## config.mk

```make
export PLATFORM = sky130hd
export DESIGN_NAME = npc_trap_monitor
export DESIGN_NICKNAME = d
export VERILOG_FILES = /design/src/rtl/npc_trap_pkg.sv /design/src/rtl/npc_sat_counter.sv /design/src/rtl/npc_trap_monitor.sv
export SDC_FILE = /design/constraint.sdc
export NUM_CORES = 1
export LEC_CHECK = 0
export ABC_AREA = 1
export BUFFER_PORTS_ARGS = -buffer_cell sky130_fd_sc_hd__buf_2
export CORE_MARGIN = 2
export CORE_UTILIZATION = 35
export DETAILED_ROUTE_END_ITERATION = 6
export PLACE_DENSITY = 0.65
export SYNTH_ARGS = -nofsm -noshare
export SYNTH_HDL_FRONTEND = slang
export SYNTH_SLANG_ARGS = --single-unit
```

## constraint.sdc

```tcl
create_clock -name clk -period 5.5 [get_ports clk]
set_clock_uncertainty 0.2 [all_clocks]
set_input_delay 1.1 -clock clk [delete_from_list [all_inputs] [get_ports clk]]
set_output_delay 1.1 -clock clk [all_outputs]
set_load 0.05 [all_outputs]
```

## src/rtl/npc_trap_pkg.sv

```systemverilog
// Shared types and constants for the NPC simulation-halt trap monitor.
package npc_trap_pkg;

    localparam int unsigned INST_W  = 32;
    localparam int unsigned DRAIN_W = 4;

    typedef enum logic [1:0] {
        RUN    = 2'd0,
        DRAIN  = 2'd1,
        HALTED = 2'd2
    } state_e;

    typedef enum logic [1:0] {
        CAUSE_EBREAK  = 2'd0,
        CAUSE_ILLEGAL = 2'd1,
        CAUSE_TIMEOUT = 2'd2,
        CAUSE_NONE    = 2'd3
    } cause_e;

    localparam logic [INST_W-1:0] INST_EBREAK = 32'h0010_0073;
    localparam logic [INST_W-1:0] INST_ZERO   = 32'h0000_0000;
    localparam logic [INST_W-1:0] INST_ONES   = 32'hFFFF_FFFF;

endpackage

```

## src/rtl/npc_sat_counter.sv

```systemverilog
// Up-counter that sticks at all-ones instead of wrapping.
module npc_sat_counter #(
    parameter int unsigned W = 64
) (
    input  logic         clk,
    input  logic         rst,
    input  logic         en,
    input  logic         clr,
    output logic [W-1:0] count
);

    logic [W-1:0] r_count;

    always_ff @(posedge clk or negedge rst) begin
        if (!rst) begin
            r_count <= '0;
        end else if (clr) begin
            r_count <= '0;
        end else if (en && (r_count != '1)) begin
            r_count <= r_count + W'(1);
        end
    end

    assign count = r_count;

endmodule

```

## src/rtl/npc_trap_monitor.sv

```systemverilog
// Simulation-halt monitor: detects ebreak/illegal/timeout, latches trap info, drains, then halts.
// Optional NPC_TRAP_DPI_EN: prints counters on entry to HALTED.
module npc_trap_monitor
    import npc_trap_pkg::*;
#(
    parameter int unsigned        XLEN         = 32,
    parameter int unsigned        CNT_W        = 64,
    parameter int unsigned        DRAIN_CYCLES = 2,
    parameter int unsigned        TIMEOUT      = 0,
    parameter logic [INST_W-1:0]  EBREAK_INST  = INST_EBREAK
) (
    input  logic              clk,
    input  logic              rst,
    input  logic              inst_valid,
    input  logic [INST_W-1:0] inst,
    input  logic [XLEN-1:0]   pc,
    input  logic [XLEN-1:0]   a0,
    output logic              stall,
    output logic              halted,
    output logic [XLEN-1:0]   exit_code,
    output logic [XLEN-1:0]   trap_pc,
    output logic [1:0]        trap_cause,
    output logic              good_trap,
    output logic [CNT_W-1:0]  cycle_cnt,
    output logic [CNT_W-1:0]  instret_cnt
);

    localparam bit               TIMEOUT_EN   = (TIMEOUT != 0);
    localparam logic [CNT_W-1:0] TIMEOUT_LAST = CNT_W'(TIMEOUT - 1);

    state_e               r_state, w_next_state;
    logic [DRAIN_W-1:0]   r_drain_cnt, w_drain_cnt_nxt;
    logic                 r_stall, r_halted, r_good_trap, w_good_trap_nxt;
    logic [XLEN-1:0]      r_exit_code, w_exit_code_nxt;
    logic [XLEN-1:0]      r_trap_pc, w_trap_pc_nxt;
    cause_e               r_trap_cause, w_trap_cause_nxt, w_cause;
    logic                 w_accept, w_trap;
    logic [CNT_W-1:0]     w_cycle_cnt, w_instret_cnt;

    assign w_accept = inst_valid && !r_stall && (r_state == RUN);

    // Trap source arbitration: ebreak beats illegal beats timeout.
    always_comb begin
        w_cause = CAUSE_NONE;
        if (w_accept && (inst == EBREAK_INST)) begin
            w_cause = CAUSE_EBREAK;
        end else if (w_accept && ((inst == INST_ZERO) || (inst == INST_ONES))) begin
            w_cause = CAUSE_ILLEGAL;
        end else if (TIMEOUT_EN && (r_state == RUN) && (w_cycle_cnt == TIMEOUT_LAST)) begin
            w_cause = CAUSE_TIMEOUT;
        end
    end

    assign w_trap = (w_cause != CAUSE_NONE);

    always_ff @(posedge clk or negedge rst) begin
        if (!rst) begin
            r_state      <= RUN;
            r_drain_cnt  <= '0;
            r_stall      <= 1'b0;
            r_halted     <= 1'b0;
            r_exit_code  <= '0;
            r_trap_pc    <= '0;
            r_trap_cause <= CAUSE_NONE;
            r_good_trap  <= 1'b0;
        end else begin
            r_state      <= w_next_state;
            r_drain_cnt  <= w_drain_cnt_nxt;
            r_stall      <= (w_next_state != RUN);
            r_halted     <= (w_next_state == HALTED);
            r_exit_code  <= w_exit_code_nxt;
            r_trap_pc    <= w_trap_pc_nxt;
            r_trap_cause <= w_trap_cause_nxt;
            r_good_trap  <= w_good_trap_nxt;
        end
    end

    always_comb begin
        w_next_state     = r_state;
        w_drain_cnt_nxt  = r_drain_cnt;
        w_exit_code_nxt  = r_exit_code;
        w_trap_pc_nxt    = r_trap_pc;
        w_trap_cause_nxt = r_trap_cause;
        w_good_trap_nxt  = r_good_trap;
        case (r_state)
            RUN: begin
                if (w_trap) begin
                    w_next_state     = DRAIN;
                    w_drain_cnt_nxt  = DRAIN_W'(DRAIN_CYCLES - 1);
                    w_exit_code_nxt  = (w_cause == CAUSE_TIMEOUT) ? '1 : a0;
                    w_trap_pc_nxt    = pc;
                    w_trap_cause_nxt = w_cause;
                end
            end
            DRAIN: begin
                if (r_drain_cnt == '0) begin
                    w_next_state    = HALTED;
                    w_good_trap_nxt = (r_trap_cause == CAUSE_EBREAK) && (r_exit_code == '0);
                end else begin
                    w_drain_cnt_nxt = r_drain_cnt - DRAIN_W'(1);
                end
            end
            HALTED: begin
                w_next_state = HALTED;
            end
            default: begin
                w_next_state = RUN;
            end
        endcase
    end

    npc_sat_counter #(.W(CNT_W)) u_cycle_cnt (
        .clk   (clk),
        .rst   (rst),
        .en    (r_state != HALTED),
        .clr   (1'b0),
        .count (w_cycle_cnt)
    );

    npc_sat_counter #(.W(CNT_W)) u_instret_cnt (
        .clk   (clk),
        .rst   (rst),
        .en    (w_accept),
        .clr   (1'b0),
        .count (w_instret_cnt)
    );

`ifdef NPC_TRAP_DPI_EN
`ifndef SYNTHESIS
    // Report counters once, on the edge that enters HALTED.
    always @(posedge clk) begin
        if (rst && (r_state == DRAIN) && (w_next_state == HALTED)) begin
            $display("npc_trap_monitor: cycles=%0d instret=%0d", w_cycle_cnt, w_instret_cnt);
        end
    end
`endif
`else
    // Host polls halted; nothing extra to do here.
`endif

    assign stall       = r_stall;
    assign halted      = r_halted;
    assign exit_code   = r_exit_code;
    assign trap_pc     = r_trap_pc;
    assign trap_cause  = r_trap_cause;
    assign good_trap   = r_good_trap;
    assign cycle_cnt   = w_cycle_cnt;
    assign instret_cnt = w_instret_cnt;

endmodule

```

-- Word level (Yosys, flattened, before mapping)
Cells that the tools add are included.
- add/sub/neg operators: 3
- eq/ne operators: 12
- multiplexer cells: 9
- reductions and logical operators: 19
- operator list (operator ; number):
    $add A64 B1 Y64 const B ; 2
    $ne A64 B64 Y1 const B ; 2
    $logic_not A32 Y1 ; 2
    $eq A32 B21 Y1 const B ; 1
    $eq A32 B32 Y1 const B ; 1
    $mux W32 ; 1
    $mux W2 ; 4
    $mux W4 ; 2
    $ne A2 B2 Y1 const B ; 4
    $pmux W4 S2 ; 1
    $logic_and A1 B1 Y1 ; 7
    $eq A2 B2 Y1 const B ; 3
    $pmux W2 S3 ; 1
    $logic_not A2 Y1 ; 2
    $logic_not A4 Y1 ; 1
    $reduce_and A2 Y1 ; 2
    $reduce_bool A2 Y1 ; 2
    $sub A4 B1 Y4 const B ; 1
    $reduce_and A3 Y1 ; 1
    $eq A2 B1 Y1 const B ; 1
    $logic_not A1 Y1 ; 1
    $logic_or A1 B1 Y1 ; 1
- flip-flop bits (word level): 203
- output and inout bits: 197

-- Logic depth before layout (Yosys ltp)
Gate-level depths: netlist of the first run.
- word-level depth: 10
- depth in mapped cells: 14
- mapped depth without buffers: 12

-- Modules after synthesis
Synthesis of the first run repeated with hierarchy kept, for this count alone.
- cell total of the unflattened synthesis: 1885
- area total of the unflattened synthesis: 12645.9 um^2
- modules (own cells, without submodules) (module ; times used ; cells each ; area an instance (um^2) ; sequential area each (um^2)):
    npc_sat_counter ; 2 ; 736 ; 4625.7 ; 1601.5
    npc_trap_monitor ; 1 ; 413 ; 3394.5 ; 1879.3

-- Worst setup path after synthesis of the first run
OpenSTA, ideal clock, no wires.
- path type: input to register
- from: input inst[16]
- to: register r_trap_pc[0] (netlist: trap_pc[0])
- library setup time: 0.067 ns
- arrival time: 2.260 ns
- path slack: 2.973 ns
- stages on the path: 11
- buffers on the path: 2
- cell sequence: nor2_1 > nand2_1 > nor2_1 > nand2_1 > o21ai_0 > nand2_1 > nand2_1 > buf_2 > buf_2 > nand2_1 > nand2_1
- word-level cells in the longest chain between the ends: 7
- RTL lines (element ; RTL line ; source):
    from (decl) ; npc_trap_monitor.sv:15 ; input logic [INST_W-1:0] inst,
    $eq A32 B32 Y1 / $logic_not A32 Y1 (equally long branches) ; npc_trap_monitor.sv:47 ; end else if (w_accept && ((inst == INST_ZERO) || (inst == INST_ONES))) begin
    $logic_or A1 B1 Y1 ; npc_trap_monitor.sv:47 ;
    $logic_and A1 B1 Y1 ; npc_trap_monitor.sv:47 ;
    $mux W2 ; npc_trap_monitor.sv:47 ;
    $mux W2 (*) ; npc_trap_monitor.sv:45 ; if (w_accept && (inst == EBREAK_INST)) begin
    $ne A2 B2 Y1 (*) ; npc_trap_monitor.sv:54 ; assign w_trap = (w_cause != CAUSE_NONE);
    $reduce_and A2 Y1 (no line) (*) ; n/a ;
    to (signal assigned) ; npc_trap_monitor.sv:72 ; r_trap_pc <= w_trap_pc_nxt;
    to (decl) ; npc_trap_monitor.sv:35 ; logic [XLEN-1:0] r_trap_pc, w_trap_pc_nxt;
Every way passes the cells marked *; elsewhere a longest branch is shown, timed or not.
A chain may end at the register's enable or synchronous reset.

-- Worst setup path after layout of the first run
- from: input inst[14]
- to: register r_exit_code[10] (netlist: exit_code[10])
- word-level cells in the longest chain between the ends: 7
- RTL lines (element ; RTL line ; source):
    $eq A32 B32 Y1 / $logic_not A32 Y1 (equally long branches) ; npc_trap_monitor.sv:47 ;
    $logic_or A1 B1 Y1 ; npc_trap_monitor.sv:47 ;
    $logic_and A1 B1 Y1 ; npc_trap_monitor.sv:47 ;
    $mux W2 ; npc_trap_monitor.sv:47 ;
    $mux W2 (*) ; npc_trap_monitor.sv:45 ;
    $eq A2 B2 Y1 / $ne A2 B2 Y1 (equally long branches) ; npc_trap_monitor.sv:90, npc_trap_monitor.sv:54 ;
    $mux W32 / $reduce_and A2 Y1 (equally long branches) ; n/a ;
    to (signal assigned) ; npc_trap_monitor.sv:71 ; r_exit_code <= w_exit_code_nxt;
    to (decl) ; npc_trap_monitor.sv:34 ; logic [XLEN-1:0] r_exit_code, w_exit_code_nxt;
Marked as above.

==> impl_metrics.toml, run 1 <==
[outcome]
status = "finished clean"

[setup_path]
cp_cell_sequence = "buf_2 -> nor2_1 -> nand2_1 -> nor2_1 -> nand2_1 -> o21ai_0 -> nand2_1 -> buf_4 -> nand2_2 -> buf_4 -> o21ai_0"
critical_path_class = "primary input to register"
sort_of_element_at_the_start_of_the_critical_path = "primary input"
cp_data_required_time_ns = 5.69
critical-path-max-stage-delay_ns = 0.55
worst_path_dominant_cell_family = "simple AND/OR/NAND/NOR gates"
crit_path_top_delay_cell = "nand2_2"
worstPathMaxFanout = 59
path_common_cell = "nand2_1"
worst_setup_path_end_kind = "register"
cp_num_buf_inv = 3
critical_path_arrival_ns = 3.34

[synthesis]
synth_sequential_area_ratio_pct = 42.5
cells_after_synthesis = 1779
synthesis.nets = 1882
yosys_register_bits = 203
ys.warnings.count = 0
syn-cell-area_um2 = 12000
syn-mean-instance-area_um2 = 6.72
yosysUniqueCellTypes = 30

[cells_and_area]
most_used_cells_in_the_layout_excluding_fill_and_tap_cells = "nand2_1 (849), buf_2 (294), nor2_1 (290)"
commonest_non_fill_non_tap_cell_in_the_layout = "nand2_1"
layout.nets = 2166
area_growth_syn_to_layout_pct = 22.3
layout-drive-gt1-share_pct = 17.3
final_instance_area_um2 = 14600
num_antenna_cells = 0

[timing]
finalSetupViolations = 0
timing_hold_violations_final = 0
max_slew_margin_pct = 32.0
maxClockFrequency_mhz = 317
timing.setup.tns_ns = 0
worst_slew_pin_slew_ns = 1.02
grt_setup_unrepaired = "false"
min_period_over_period_pct = 57.4
timing.final.max_slew_violations = 0
fin_crit_ns = 3.16

[floorplan]
placement_rows = 67
io_pins = 296
die-width_um = 189
die_area_um2 = 35600
fp.dieH_um = 189
area_of_the_core_region_um2 = 33600
initial_standard_cell_utilization_of_the_core_pct = 35.5

[power_and_ir_drop]
power.density_cell_area_nw_per_um2 = 223
power.total_mw = 3.25
cellLeakagePower_nw = 7.21
ir_worst_vdd_uv = 181

[drt]
ant_nets = 0
post-route-drc-count = 0
viasPerCell = 4.81
drt_iter0_drc = 835
total_vias_in_the_final_route = 12200
detail_route.wl_per_cell_um = 15.9
total_wire_length_after_detailed_routing_um = 40100
drt_pre_antenna_iters = 6

[clock_network]
cts_buffers = 25
cts_tree = "done"
cts-resized-gates = 0
post_cts_buffers = 0
clk_root_buffer_cell = "clkbuf_16"
ctsHtreeMaxLevel = 1
hold_buffers = 0
clkLatencyLatePin_ns = 0.53
worst_setup_hold_path_clk_slew_ns = 0.06
cts_sinks = 203
clockBufferDepth = 3

[grt]
grt_max_degree = 118
grt_first_pass_wirelength_um = 63600
antenna_found_initial = 4
grt_usage_pct = 22.3
grt_pass1_vias = 11900
gr-total-overflow = 0

[placement]
standard_cell_area_after_detailed_placement_um2 = 13800
post-dp-hpwl_um = 30400
gp_routability_congestion = 0.926
io_buffer_count = 295

[run]
maxCapViolations = 0

[hold_path]
hold_path.class = "register to register"
==> flip-flops by register name, summed over array words and instances, names as in the netlist <==
register	count
u_cycle_cnt.count	64
u_instret_cnt.count	64
exit_code	32
trap_pc	32
r_drain_cnt	4
r_state	2
trap_cause	2
good_trap	1
halted	1
stall	1
==> logic make-up (layout without fill, tap and decap cells) <==
kind of cell	after synthesis	after routing	synth area share (%)
AOI/OAI and AO/OA	76	76	3.24
xor gates and xnor gates	95	95	6.96
and+or+nand+nor	1257	1257	41.4
DFF	203	203	42.5
adders and majority gates	4	4	0.419
buffers and inverters	144	446	5.42
==> tightest hold or removal path, cell delays in order, from the launching register on <==
cell	delay, ns
dfstp_2	0.37
inv_1	0.04
nor2_1	0.03
==> metal layers <==
layer	GRT usage, %	vias up	wire length [um]
met3	4.51	80	3030
li1	-	6037	-
met1	29.8	5603	17500
met5	0	-	42
met2	36.4	430	18500
met4	6.67	8	1130
==> cell usage after synthesis (all sizes together) <==
master / instances / area, um^2
a21boi: 1 / 7.51
a21oi: 1 / 5.00
and2: 3 / 18.8
and3: 1 / 6.26
buf: 29 / 216
clkbuf: 15 / 56.3
dfrtp: 201 / 5030
dfstp: 2 / 52.6
ha: 4 / 50.1
inv: 100 / 375
nand2: 853 / 3210
nand3: 73 / 370
nand3b: 8 / 60.1
nand4: 16 / 100
nor2: 296 / 1150
nor3: 4 / 20.0
nor3b: 1 / 7.51
nor4: 2 / 12.5
o21ai: 74 / 374
xnor2: 78 / 683
xor2: 17 / 149
==> cell type report <==
| class | count | area (um^2) |
|---|---|---|
| fillers | 3562 | 19000 |
| multi-input cells | 1432 | 6230 |
| flip-flops and latches | 203 | 5080 |
| repair buffers | 301 | 1540 |
| clock buffers | 37 | 731 |
| well taps | 448 | 561 |
| inverters | 100 | 375 |
| clock inverters | 8 | 93.8 |
==> report_power, final <==
part	switching, mW	internal, mW
registers	0	1.49
logic	0.0487	0.0296
clock network	0.672	1.01
==> worst paths after layout <==
check,start,to,slack (ns),cells past startpoint
setup / recovery,inst[14],exit_code[10]$_DFFE_PN0P_,2.34,11
hold / removal,trap_cause[1]$_DFFE_PN1P_,trap_cause[1]$_DFFE_PN1P_,0.25,2
setup reg to reg,r_state[1]$_DFF_PN0_,exit_code[10]$_DFFE_PN0P_,2.41,10
hold reg to reg,trap_cause[1]$_DFFE_PN1P_,trap_cause[1]$_DFFE_PN1P_,0.25,2
max in group asynchronous,rst,trap_cause[1]$_DFFE_PN1P_,3.52,2
min in group asynchronous,rst,u_instret_cnt.count[3]$_DFFE_PN0P_,0.55,1
==> per-stage QoR <==
| stage | util [%] | setup slack (ns) | std cells | hold WS [ns] |
|---|---|---|---|---|
| 3_5_place_dp | 41.0 | 1.76 | 2484 | 0.244 |
| 6_report | 43.5 | 2.34 | 2529 | 0.251 |
| 3_3_place_gp | 41.0 | 1.89 | 2484 | 0.237 |
| 5_1_grt | 43.5 | 2.01 | 2529 | 0.281 |
| 2_1_floorplan | - | 2.97 | 1779 | 0.314 |
| 4_1_cts | 43.5 | 2.34 | 2529 | 0.253 |
No activity file was read; power rests on OpenSTA's default activity.
==> run 2: changes to the inputs <==
==> constraint.sdc (replaced) <==
create_clock -name clk -period 3 [get_ports clk]
set_clock_uncertainty 0.2 [all_clocks]
set_input_delay 0.6 -clock clk [delete_from_list [all_inputs] [get_ports clk]]
set_output_delay 0.6 -clock clk [all_outputs]
set_load 0.05 [all_outputs]
==> run 2 against run 1 <==
- worst hold slack got worse by 0.20 ns
- wire length about the same
- sequential share of layout area decreased by 0.30 points
- first-iteration DRC count decreased by 3.7%
- clock power increased by 87%
- combinational power increased by 92%
- clock-buffer cell count decreased by 5
- critical endpoint is now u_cycle_cnt.count[50]$_DFFE_PN0P_
- largest power group unchanged
- highest routed layer unchanged
==> impl_metrics.toml, run 2 (same netlist as run 1, synthesis figures left out) <==
[clock_network]
cts-resized-gates = 0
ctsHtreeMaxLevel = 1
clockBufferDepth = 3
post_cts_buffers = 0
clk_root_buffer_cell = "clkbuf_16"
clkLatencyLatePin_ns = 0.53
cts_buffers = 25
hold_buffers = 1
cts_tree = "done"
worst_setup_hold_path_clk_slew_ns = 0.06
cts_sinks = 203

[placement]
gp_routability_congestion = 0.936
post-dp-hpwl_um = 31200
io_buffer_count = 295

[timing]
max_slew_margin_pct = 33.1
grt_setup_unrepaired = "false"
maxClockFrequency_mhz = 387
min_period_over_period_pct = 86.2
finalSetupViolations = 0
timing.final.max_slew_violations = 0
timing.setup.tns_ns = 0
timing_hold_violations_final = 0
worst_slew_pin_slew_ns = 1.00
fin_crit_ns = 2.59

[power_and_ir_drop]
power.switching_fraction_pct = 22.2
comb_power_share_pct = 2.5
clock_power_share_pct = 52.1
power.density_cell_area_nw_per_um2 = 409
cellLeakagePower_nw = 7.26
power_share_of_the_sequential_group_pct = 45.4
ir_worst_vdd_uv = 360
cell_internal_pwr_mw = 4.69
power.total_mw = 6.03
p_sw_mw = 1.34

[grt]
grt_first_pass_wirelength_um = 63400
gr-total-overflow = 0
grt_util_met1_pct = 29.9
grt_max_degree = 66
grt_usage_pct = 22.3
grt_busiest_layer = "met2"
grt.met3_usage_pct = 4.41
met2_resource_use_gr_pct = 36.8
antenna_found_initial = 2
grt_pass1_vias = 11800

[drt]
total_wire_length_after_detailed_routing_um = 40100
total_vias_in_the_final_route = 12100
detail_route.wl_per_cell_um = 15.8
drt_iter0_drc = 804
viasPerCell = 4.76
post-route-drc-count = 0
ant_nets = 0
drt_pre_antenna_iters = 5

[setup_path]
worst-r2r-setup-slack_ns = 0.41
critical-path-max-stage-delay_ns = 0.42
cp_data_required_time_ns = 3.20
worst-r2r-cell-count = 12
crit_path_top_delay_cell = "dfrtp_1"
critical_path_arrival_ns = 2.79
critical_path.reg2reg.endpoint = "u_cycle_cnt.count[50]$_DFFE_PN0P_"
critical_path_class = "register to register"
worst_setup_path_end_kind = "register"
path_common_cell = "inv_2"
cp_cell_sequence = "ha_1 -> inv_2 -> nor2_4 -> nand2_2 -> nor2_4 -> inv_2 -> nor2_2 -> nand3_2 -> nand2_2 -> inv_2 -> nand2_1 -> nand2_1"
sort_of_element_at_the_start_of_the_critical_path = "register"
worstPathMaxFanout = 57
worstReg2RegStart = "u_cycle_cnt.count[0]$_DFFE_PN0P_"

[hold_path]
worstHoldPathCells = 3
hold_path.class = "primary input to register"
holdPathEnd = "trap_pc[28]$_DFFE_PN0P_"
hp-start = "pc[28]"

[floorplan]
initial_standard_cell_utilization_of_the_core_pct = 35.5
placement_rows = 67
die-width_um = 189
fp.dieH_um = 189
area_of_the_core_region_um2 = 33600
die_area_um2 = 35600
io_pins = 296

[cells_and_area]
num-fill-cells = 3484
num_antenna_cells = 0
layout.nets = 2174
area_growth_syn_to_layout_pct = 23.4
layout-drive-gt1-share_pct = 17.7
commonest_non_fill_non_tap_cell_in_the_layout = "nand2_1"
regArea_um2 = 5080
multi_input_comb_area_um2 = 6230
most_used_cells_in_the_layout_excluding_fill_and_tap_cells = "nand2_1 (849), buf_2 (294), nor2_1 (290)"

[outcome]
status = "finished clean"

[run]
maxCapViolations = 0
==> run 2: power by group through the flow <==
stage | combinational (mW) | sequential, mW | clock, mW
after floorplan | 0.0122 | 2.79 | 0
after global placement | 0.152 | 2.79 | 0
after detailed placement | 0.154 | 2.79 | 0
after CTS | 0.156 | 2.74 | 3.22
after global routing | 0.172 | 2.74 | 3.34
final | 0.150 | 2.74 | 3.14
==> run 2: worst max path at each step <==
stage                                           from                           endpoint  slack, ns  depth (start not counted)
floorplan           u_cycle_cnt.count[0]$_DFFE_PN0P_  u_cycle_cnt.count[30]$_DFFE_PN0P_       0.49                         14
global placement    u_cycle_cnt.count[0]$_DFFE_PN0P_  u_cycle_cnt.count[50]$_DFFE_PN0P_       0.48                         12
detailed placement  u_cycle_cnt.count[0]$_DFFE_PN0P_  u_cycle_cnt.count[50]$_DFFE_PN0P_       0.42                         12
CTS                 u_cycle_cnt.count[0]$_DFFE_PN0P_  u_cycle_cnt.count[50]$_DFFE_PN0P_       0.39                         12
global route        u_cycle_cnt.count[0]$_DFFE_PN0P_  u_cycle_cnt.count[63]$_DFFE_PN0P_       0.20                         12
finish              u_cycle_cnt.count[0]$_DFFE_PN0P_  u_cycle_cnt.count[50]$_DFFE_PN0P_       0.41                         12
==> run 2: cell type report <==
cell class,count,share of cell area (%)
Timing Repair Buffer,309,11.1
Clock buffer,32,4.69
Inverter,100,2.55
Clock inverter,13,1.09
Multi-Input combinational cell,1432,42.3
Tap cell,448,3.80
Sequential cell,203,34.5
==> run 2: through the flow <==
| stage | hold WS (ns) | instance area (um^2) | instances | utilization [%] | setup slack, ns |
|---|---|---|---|---|---|
| after floorplan | 0.104 | 12000 | 1779 | - | 0.495 |
| after global placement | 0.238 | 13900 | 2491 | 41.3 | 0.477 |
| after detailed placement | 0.252 | 13900 | 2491 | 41.3 | 0.415 |
| after CTS | 0.0251 | 14700 | 2537 | 43.9 | 0.393 |
| after global routing | 0.0323 | 14700 | 2537 | 43.9 | 0.196 |
| final | 0.0537 | 14700 | 2537 | 43.9 | 0.414 |
==> run 2: per-layer routing <==
metal	share of wire, %	vias up
li1	-	6056
met2	46	408
met5	0.047	-
met4	2.4	4
met1	44	5543
met3	7.3	63
==> run 2: critical path, delay by kind of cell (launching register included) <==
family	cells	cell delay (ns)
AND/OR/NAND/NOR	8	1.03
adder cells (fa/ha/maj)	1	0.28
buffers and inverters	3	0.47
flip-flops	1	0.42
